## src/rtl/seg_capture7.sv

```systemverilog
// seg_capture7: samples a multiplexed seven-segment bus, debounces each
// digit's pattern, decodes it back to ASCII and streams changed digits.
//
// Parameters:
//   DIGITS     number of multiplexed digits (2..8)
//   STABLE     identical consecutive samples needed to accept (1..15)
// Ports:
//   clk        sole clock
//   reset      asynchronous active-high reset
//   an         digit enables, active-high, one-hot or zero
//   seg        segment lines, bit6=a .. bit0=g, active-high
//   text       decoded text shadow, byte i = digit i
//   out_valid  event available
//   out_ready  consumer accepts event
//   out_idx    digit index of presented event
//   out_char   ASCII character of presented event
//   err_count  saturating count of illegal (multi-hot) enable samples
// Build option:
//   SEG_CAPTURE_ERR_EN  when defined, err_count is implemented;
//                       otherwise it is tied to zero.

module seg_capture7 #(
    parameter int DIGITS = 4,
    parameter int STABLE = 3
) (
    input  logic                clk,
    input  logic                reset,
    input  logic [DIGITS-1:0]   an,
    input  logic [6:0]          seg,
    output logic [8*DIGITS-1:0] text,
    output logic                out_valid,
    input  logic                out_ready,
    output logic [2:0]          out_idx,
    output logic [7:0]          out_char,
    output logic [7:0]          err_count
);

    localparam int IW = (DIGITS > 1) ? $clog2(DIGITS) : 1;

    localparam logic [1:0] ST_IDLE  = 2'd0;
    localparam logic [1:0] ST_TRACK = 2'd1;
    localparam logic [1:0] ST_LOCK  = 2'd2;

    localparam logic [3:0] STABLE_C = 4'(STABLE);
    localparam logic [DIGITS-1:0] AN_ONE = {{(DIGITS-1){1'b0}}, 1'b1};

    // Input sample stage and the previous sample for comparison
    logic [DIGITS-1:0] s_an_q;
    logic [6:0]        s_seg_q;
    logic [DIGITS-1:0] p_an_q;
    logic [6:0]        p_seg_q;

    // Stability FSM
    logic [1:0] state_q, state_d;
    logic [3:0] cnt_q, cnt_d;
    logic       accept;

    // Text shadow and pending-event flags
    logic [7:0]        text_q [DIGITS];
    logic [DIGITS-1:0] dirty_q, dirty_d;

    // Output register
    logic          valid_q, valid_d;
    logic [IW-1:0] idx_q, idx_d;
    logic [7:0]    char_q, char_d;

    // Segment pattern -> ASCII
    function automatic logic [7:0] decode7(input logic [6:0] p);
        logic [7:0] c;
        case (p)
            7'b1111110: c = 8'h30;
            7'b0110000: c = 8'h31;
            7'b1101101: c = 8'h32;
            7'b1111001: c = 8'h33;
            7'b0110011: c = 8'h34;
            7'b1011011: c = 8'h35;
            7'b1011111: c = 8'h36;
            7'b1110000: c = 8'h37;
            7'b1111111: c = 8'h38;
            7'b1111011: c = 8'h39;
            7'b1110111: c = 8'h41;
            7'b1001110: c = 8'h43;
            7'b1001111: c = 8'h45;
            7'b1000111: c = 8'h46;
            7'b0110111: c = 8'h48;
            7'b0111000: c = 8'h4A;
            7'b0001110: c = 8'h4C;
            7'b1100111: c = 8'h50;
            7'b0111110: c = 8'h55;
            7'b0111011: c = 8'h59;
            7'b0011111: c = 8'h62;
            7'b0001101: c = 8'h63;
            7'b0111101: c = 8'h64;
            7'b0010111: c = 8'h68;
            7'b0011101: c = 8'h6F;
            7'b0011100: c = 8'h75;
            7'b0000001: c = 8'h2D;
            7'b0000000: c = 8'h20;
            default:    c = 8'h3F;
        endcase
        return c;
    endfunction

    // Sample classification
    logic          s_nonzero;
    logic          s_onehot;
    logic          s_same;
    logic [IW-1:0] s_idx;

    assign s_nonzero = (s_an_q != '0);
    assign s_onehot  = s_nonzero &&
                       ((s_an_q & (s_an_q - AN_ONE)) == '0);
    assign s_same    = (s_an_q == p_an_q) && (s_seg_q == p_seg_q);

    always_comb begin
        s_idx = '0;
        for (int i = 0; i < DIGITS; i++) begin
            if (s_an_q[i]) begin
                s_idx = IW'(i);
            end
        end
    end

    // Stability FSM: accept pulses only on the edge that enters LOCK
    always_comb begin
        state_d = state_q;
        cnt_d   = cnt_q;
        accept  = 1'b0;
        if (!s_onehot) begin
            state_d = ST_IDLE;
            cnt_d   = 4'd0;
        end else if (state_q == ST_IDLE || !s_same) begin
            cnt_d = 4'd1;
            if (STABLE_C == 4'd1) begin
                state_d = ST_LOCK;
                accept  = 1'b1;
            end else begin
                state_d = ST_TRACK;
            end
        end else if (state_q == ST_TRACK) begin
            cnt_d = cnt_q + 4'd1;
            if (cnt_d == STABLE_C) begin
                state_d = ST_LOCK;
                accept  = 1'b1;
            end
        end
    end

    // Accept: only a changed character writes the shadow
    logic [7:0] dec_char;
    logic       wr;

    assign dec_char = decode7(s_seg_q);
    assign wr       = accept && (dec_char != text_q[s_idx]);

    // Arbiter: lowest-index dirty digit first
    logic          any_dirty;
    logic [IW-1:0] d_idx;
    logic          load;

    always_comb begin
        any_dirty = 1'b0;
        d_idx     = '0;
        for (int i = DIGITS - 1; i >= 0; i--) begin
            if (dirty_q[i]) begin
                any_dirty = 1'b1;
                d_idx     = IW'(i);
            end
        end
    end

    assign load = !valid_q && any_dirty;

    always_comb begin
        valid_d = valid_q;
        idx_d   = idx_q;
        char_d  = char_q;
        if (load) begin
            valid_d = 1'b1;
            idx_d   = d_idx;
            char_d  = text_q[d_idx];
        end else if (valid_q && out_ready) begin
            valid_d = 1'b0;
        end
    end

    // A set from an accept on the same edge overrides the load's clear
    always_comb begin
        dirty_d = dirty_q;
        if (load) begin
            dirty_d[d_idx] = 1'b0;
        end
        if (wr) begin
            dirty_d[s_idx] = 1'b1;
        end
    end

    always_ff @(posedge clk or posedge reset) begin
        if (reset) begin
            s_an_q  <= '0;
            s_seg_q <= '0;
            p_an_q  <= '0;
            p_seg_q <= '0;
            state_q <= ST_IDLE;
            cnt_q   <= 4'd0;
            dirty_q <= '0;
            valid_q <= 1'b0;
            idx_q   <= '0;
            char_q  <= 8'h20;
            for (int i = 0; i < DIGITS; i++) begin
                text_q[i] <= 8'h20;
            end
        end else begin
            s_an_q  <= an;
            s_seg_q <= seg;
            p_an_q  <= s_an_q;
            p_seg_q <= s_seg_q;
            state_q <= state_d;
            cnt_q   <= cnt_d;
            dirty_q <= dirty_d;
            valid_q <= valid_d;
            idx_q   <= idx_d;
            char_q  <= char_d;
            if (wr) begin
                text_q[s_idx] <= dec_char;
            end
        end
    end

`ifdef SEG_CAPTURE_ERR_EN
    logic [7:0] err_q;

    always_ff @(posedge clk or posedge reset) begin
        if (reset) begin
            err_q <= 8'd0;
        end else if (s_nonzero && !s_onehot && err_q != 8'hFF) begin
            err_q <= err_q + 8'd1;
        end
    end

    assign err_count = err_q;
`else
    assign err_count = 8'h00;
`endif

    for (genvar g = 0; g < DIGITS; g++) begin : g_text
        assign text[8*g +: 8] = text_q[g];
    end

    assign out_valid = valid_q;
    assign out_idx   = 3'(idx_q);
    assign out_char  = char_q;

endmodule

```

## config.mk

```make
export PLATFORM = sky130hd
export DESIGN_NAME = seg_capture7
export DESIGN_NICKNAME = d
export VERILOG_FILES = /design/src/rtl/seg_capture7.sv
export SDC_FILE = /design/constraint.sdc
export NUM_CORES = 1
export LEC_CHECK = 0
export BUFFER_PORTS_ARGS = -buffer_cell sky130_fd_sc_hd__buf_2
export CAP_MARGIN = 20
export CORE_UTILIZATION = 53
export CTS_CLUSTER_DIAMETER = 80
export DETAILED_ROUTE_END_ITERATION = 8
export PLACE_DENSITY = 0.76
export SLEW_MARGIN = 40
export SYNTH_ARGS = -nofsm -noshare
export SYNTH_HDL_FRONTEND = slang
export SYNTH_SLANG_ARGS = --single-unit
```

## constraint.sdc

```tcl
create_clock -name clk -period 7.6 [get_ports clk]
set_input_delay 1.52 -clock clk [delete_from_list [all_inputs] [get_ports clk]]
set_output_delay 1.52 -clock clk [all_outputs]
set_load 0.02 [all_outputs]
```

==> results.sh <==
export IMPL_start_util=0.555
export IMPL_die_y_um=89.6
export IMPL_powerDensity_nw_per_um2=179
export IMPL_synth_common_cells="dfrtp_1 (65), nand2_1 (51), nor2_1 (43)"
export IMPL_core_area_um2=7330
export IMPL_status="completed"
export IMPL_diodes=0
export IMPL_synth_most_common_cell="dfrtp_1"
export IMPL_yosysTopAreaCell="dfrtp_1"
export IMPL_synth_ff_type="dfrtp_1"
export IMPL_synthesis_area_um2=4070
export IMPL_yosysWarningCount=0
export IMPL_finalCriticalPeriod_ns=3.55
export IMPL_fin_tns_setup_ns=0
export IMPL_nets=503
export IMPL_routed_wl_um=9640
export IMPL_r2r_setup_slack_ns=4.05
export IMPL_fin_crit_sh=0.467
export IMPL_slew_violations=0
export IMPL_critical_path_cell_chain="nand2_1 > o21ai_1 > or3b_1 > a211oi_4 > xor2_1 > nand4_2 > or2_2 > a22o_1"
export IMPL_rsz0062_at_grt="no"
export IMPL_post_cts_resized=0
export IMPL_drc=0
export IMPL_synth_fa_ha_area_frac=0.0209
export IMPL_worstMarginPinSlew_ns=0.767
export IMPL_grt_util_met1=0.350
export IMPL_crit_start="s_seg_q[2]"
export IMPL_crit_buf_inv=0
export IMPL_reg2reg_from="s_seg_q[2]"
export IMPL_crit_path_end_kind="register"
export IMPL_grt_max_degree=61
export IMPL_io_pins=66
export IMPL_relSlewSlack=0.489
export IMPL_cts_num_sinks=70
export IMPL_cts_root_buf="clkbuf_8"
export IMPL_antenna_found_initial=0
export IMPL_fmax_mhz=281
export IMPL_grt_overflow_total=0
export IMPL_clk_latency_ns=0.36
export IMPL_h_tree_depth=3
export IMPL_first_pass_iters=5
export IMPL_cts_buffers=9
export IMPL_async_flop_share=1.00
export IMPL_fp_row_count=31
export IMPL_seq_area_frac_synth=0.432
export IMPL_use_met2=0.410
export IMPL_busiest_layer="met2"
export IMPL_r2r_cells=8
export IMPL_crit_end="text[3]"
export IMPL_num_vias=3376
export IMPL_grt_pass1_wl_um=15200
export IMPL_cp_max_fo=30
export IMPL_initialDrtViolationCount=210
export IMPL_worst_path_stages=8
export IMPL_cts_tree="built"
export IMPL_die_area_um2=8030
export IMPL_irDropWorstVdd_mv=0.0896
export IMPL_setup_viol=0
export IMPL_syn_inst=443
export IMPL_crit_arrival_ns=3.80
export IMPL_synth_xor_area_share=0.0452
export IMPL_met3_usage=0.0567
export IMPL_detail_route_vias_per_cell=5.75
export IMPL_grt_usage=0.258
export IMPL_synth_enable_flop_cells=0
export IMPL_synth_compound_area_frac=0.233
export IMPL_worstReg2RegEnd="text[3]"
export IMPL_cts_hold_buffers=0
export IMPL_finalPower_mw=0.812
export IMPL_critical_path_max_stage_delay_ns=0.84
export IMPL_area_growth_pct=11.3
export IMPL_synth_top_family_by_area="compound AO/OA/AOI/OAI gates"
export IMPL_required_ns=7.85
export IMPL_drive_gt1_frac=0.201
export IMPL_clk_pin_slew_worst_paths_ns=0.08
export IMPL_antenna_left=0
export IMPL_place_gp_congestion=0.971
export IMPL_synth_top_area_share=0.400
export IMPL_skew_ns=0.0138
export IMPL_leakagePower_nw=2.10
export IMPL_holdCritPathClass="register to register"
export IMPL_clockBufferDepth=2
export IMPL_ys_ff_latch=70
export IMPL_synth_mux_area_frac=0.0243
export IMPL_cap_viol_max_count=0
export IMPL_grt_pass1_vias=3016
export IMPL_synth_area_per_cell_um2=9.18
export IMPL_port_buffers=51
export IMPL_worst_setup_path_start_kind="register"
export IMPL_synthDistinctLibCells=67
export IMPL_post_cts_setup_buffer_count=0
export IMPL_synth_simple_area_share=0.173
export IMPL_die_w_um=89.6
export IMPL_wl_per_cell_um=16.4
export IMPL_cp_slowest_cell="dfrtp_1"
export IMPL_yosys_top_cells_area="dfrtp_1 (40%), nand2_1 (4.7%), a22o_1 (4.5%)"
export IMPL_dp_hpwl_um=6620
export IMPL_worst_setup_path_type="register to register"
export IMPL_finalHoldViolations=0
export IMPL_critPathTopFamily="simple AND/OR/NAND/NOR gates"
[power by group]
part,internal (mW),switching [mW],total [mW]
logic,0.0254,0.0430,0.0684
clock network,0.189,0.158,0.347
registers,0.379,0.0177,0.397
[stage by stage]
stage               utilization  std cells  area, um^2  hold WS (ns)  worst slack (ns)
global placement          0.586        571        4300         0.453              3.90
floorplan                     -        456        4120         0.352              4.32
finish                    0.618        587        4530         0.466              4.05
detailed placement        0.586        571        4300         0.458              4.01
global route              0.618        587        4530         0.477              3.82
CTS                       0.617        587        4530         0.476              4.01
[kinds of logic after synthesis]
kind of cell | after synthesis
and+or+nand+nor | 145
AOI/OAI and AO/OA | 134
DFF | 70
buffers and inverters | 56
xor gates and xnor gates | 21
muxes | 9
adders and majority gates | 7
other | 1
[per-layer routing]
metal	vias to the layer above	wire (um)
li1	1620	-
met1	1593	4340
met2	140	4520
met3	23	543
met4	0	229
met5	-	0
[how the worst min path moves through the flow]
stage | depth (start not counted) | slack, ns | endpoint | from
after floorplan | 0 | 0.35 | p_an_q[2] | s_an_q[2]
after global placement | 0 | 0.45 | p_an_q[0] | s_an_q[0]
after detailed placement | 0 | 0.46 | p_an_q[0] | s_an_q[0]
after CTS | 0 | 0.48 | p_an_q[0] | s_an_q[0]
after global routing | 0 | 0.48 | p_an_q[0] | s_an_q[0]
final | 0 | 0.47 | p_an_q[0] | s_an_q[0]
[placed cells by master (no fill, tap or decap), types with 3 or more instances in the layout]
cell / n
o2bb2ai_1: 7
nor2_1: 43
a221oi_1: 3
a22o_1: 21
inv_6: 3
buf_2: 51
a22oi_1: 7
and2_1: 5
dfrtp_1: 64
inv_1: 17
ha_1: 6
nor3_1: 3
nor3b_1: 7
xor2_1: 6
o31ai_1: 4
clkbuf_8: 9
mux2_2: 7
o21ai_0: 36
nand3_1: 5
nand2b_1: 6
xnor2_1: 15
nor2b_1: 7
o21bai_2: 3
nand2_1: 51
a21oi_1: 22
buf_4: 3
conb_1: 14
a211oi_1: 3
dfstp_2: 5
[registers in the layout, indices dropped and copies added (netlist names)]
name,cells
text,28
out_valid,1
dirty_q,4
s_seg_q,7
state_q,2
p_seg_q,7
s_an_q,4
idx_q,2
out_char,7
cnt_q,4
p_an_q,4
[layout make-up]
| cell class | count | area [um^2] |
|---|---|---|
| Tap cell | 99 | 124 |
| Fill cell | 625 | 2800 |
| Inverter | 18 | 67.6 |
| Sequential cell | 70 | 1760 |
| Multi-Input combinational cell | 330 | 2070 |
| Timing Repair Buffer | 54 | 278 |
| Clock inverter | 7 | 103 |
| Clock buffer | 9 | 124 |
Power figures use the tool's default switching activity.
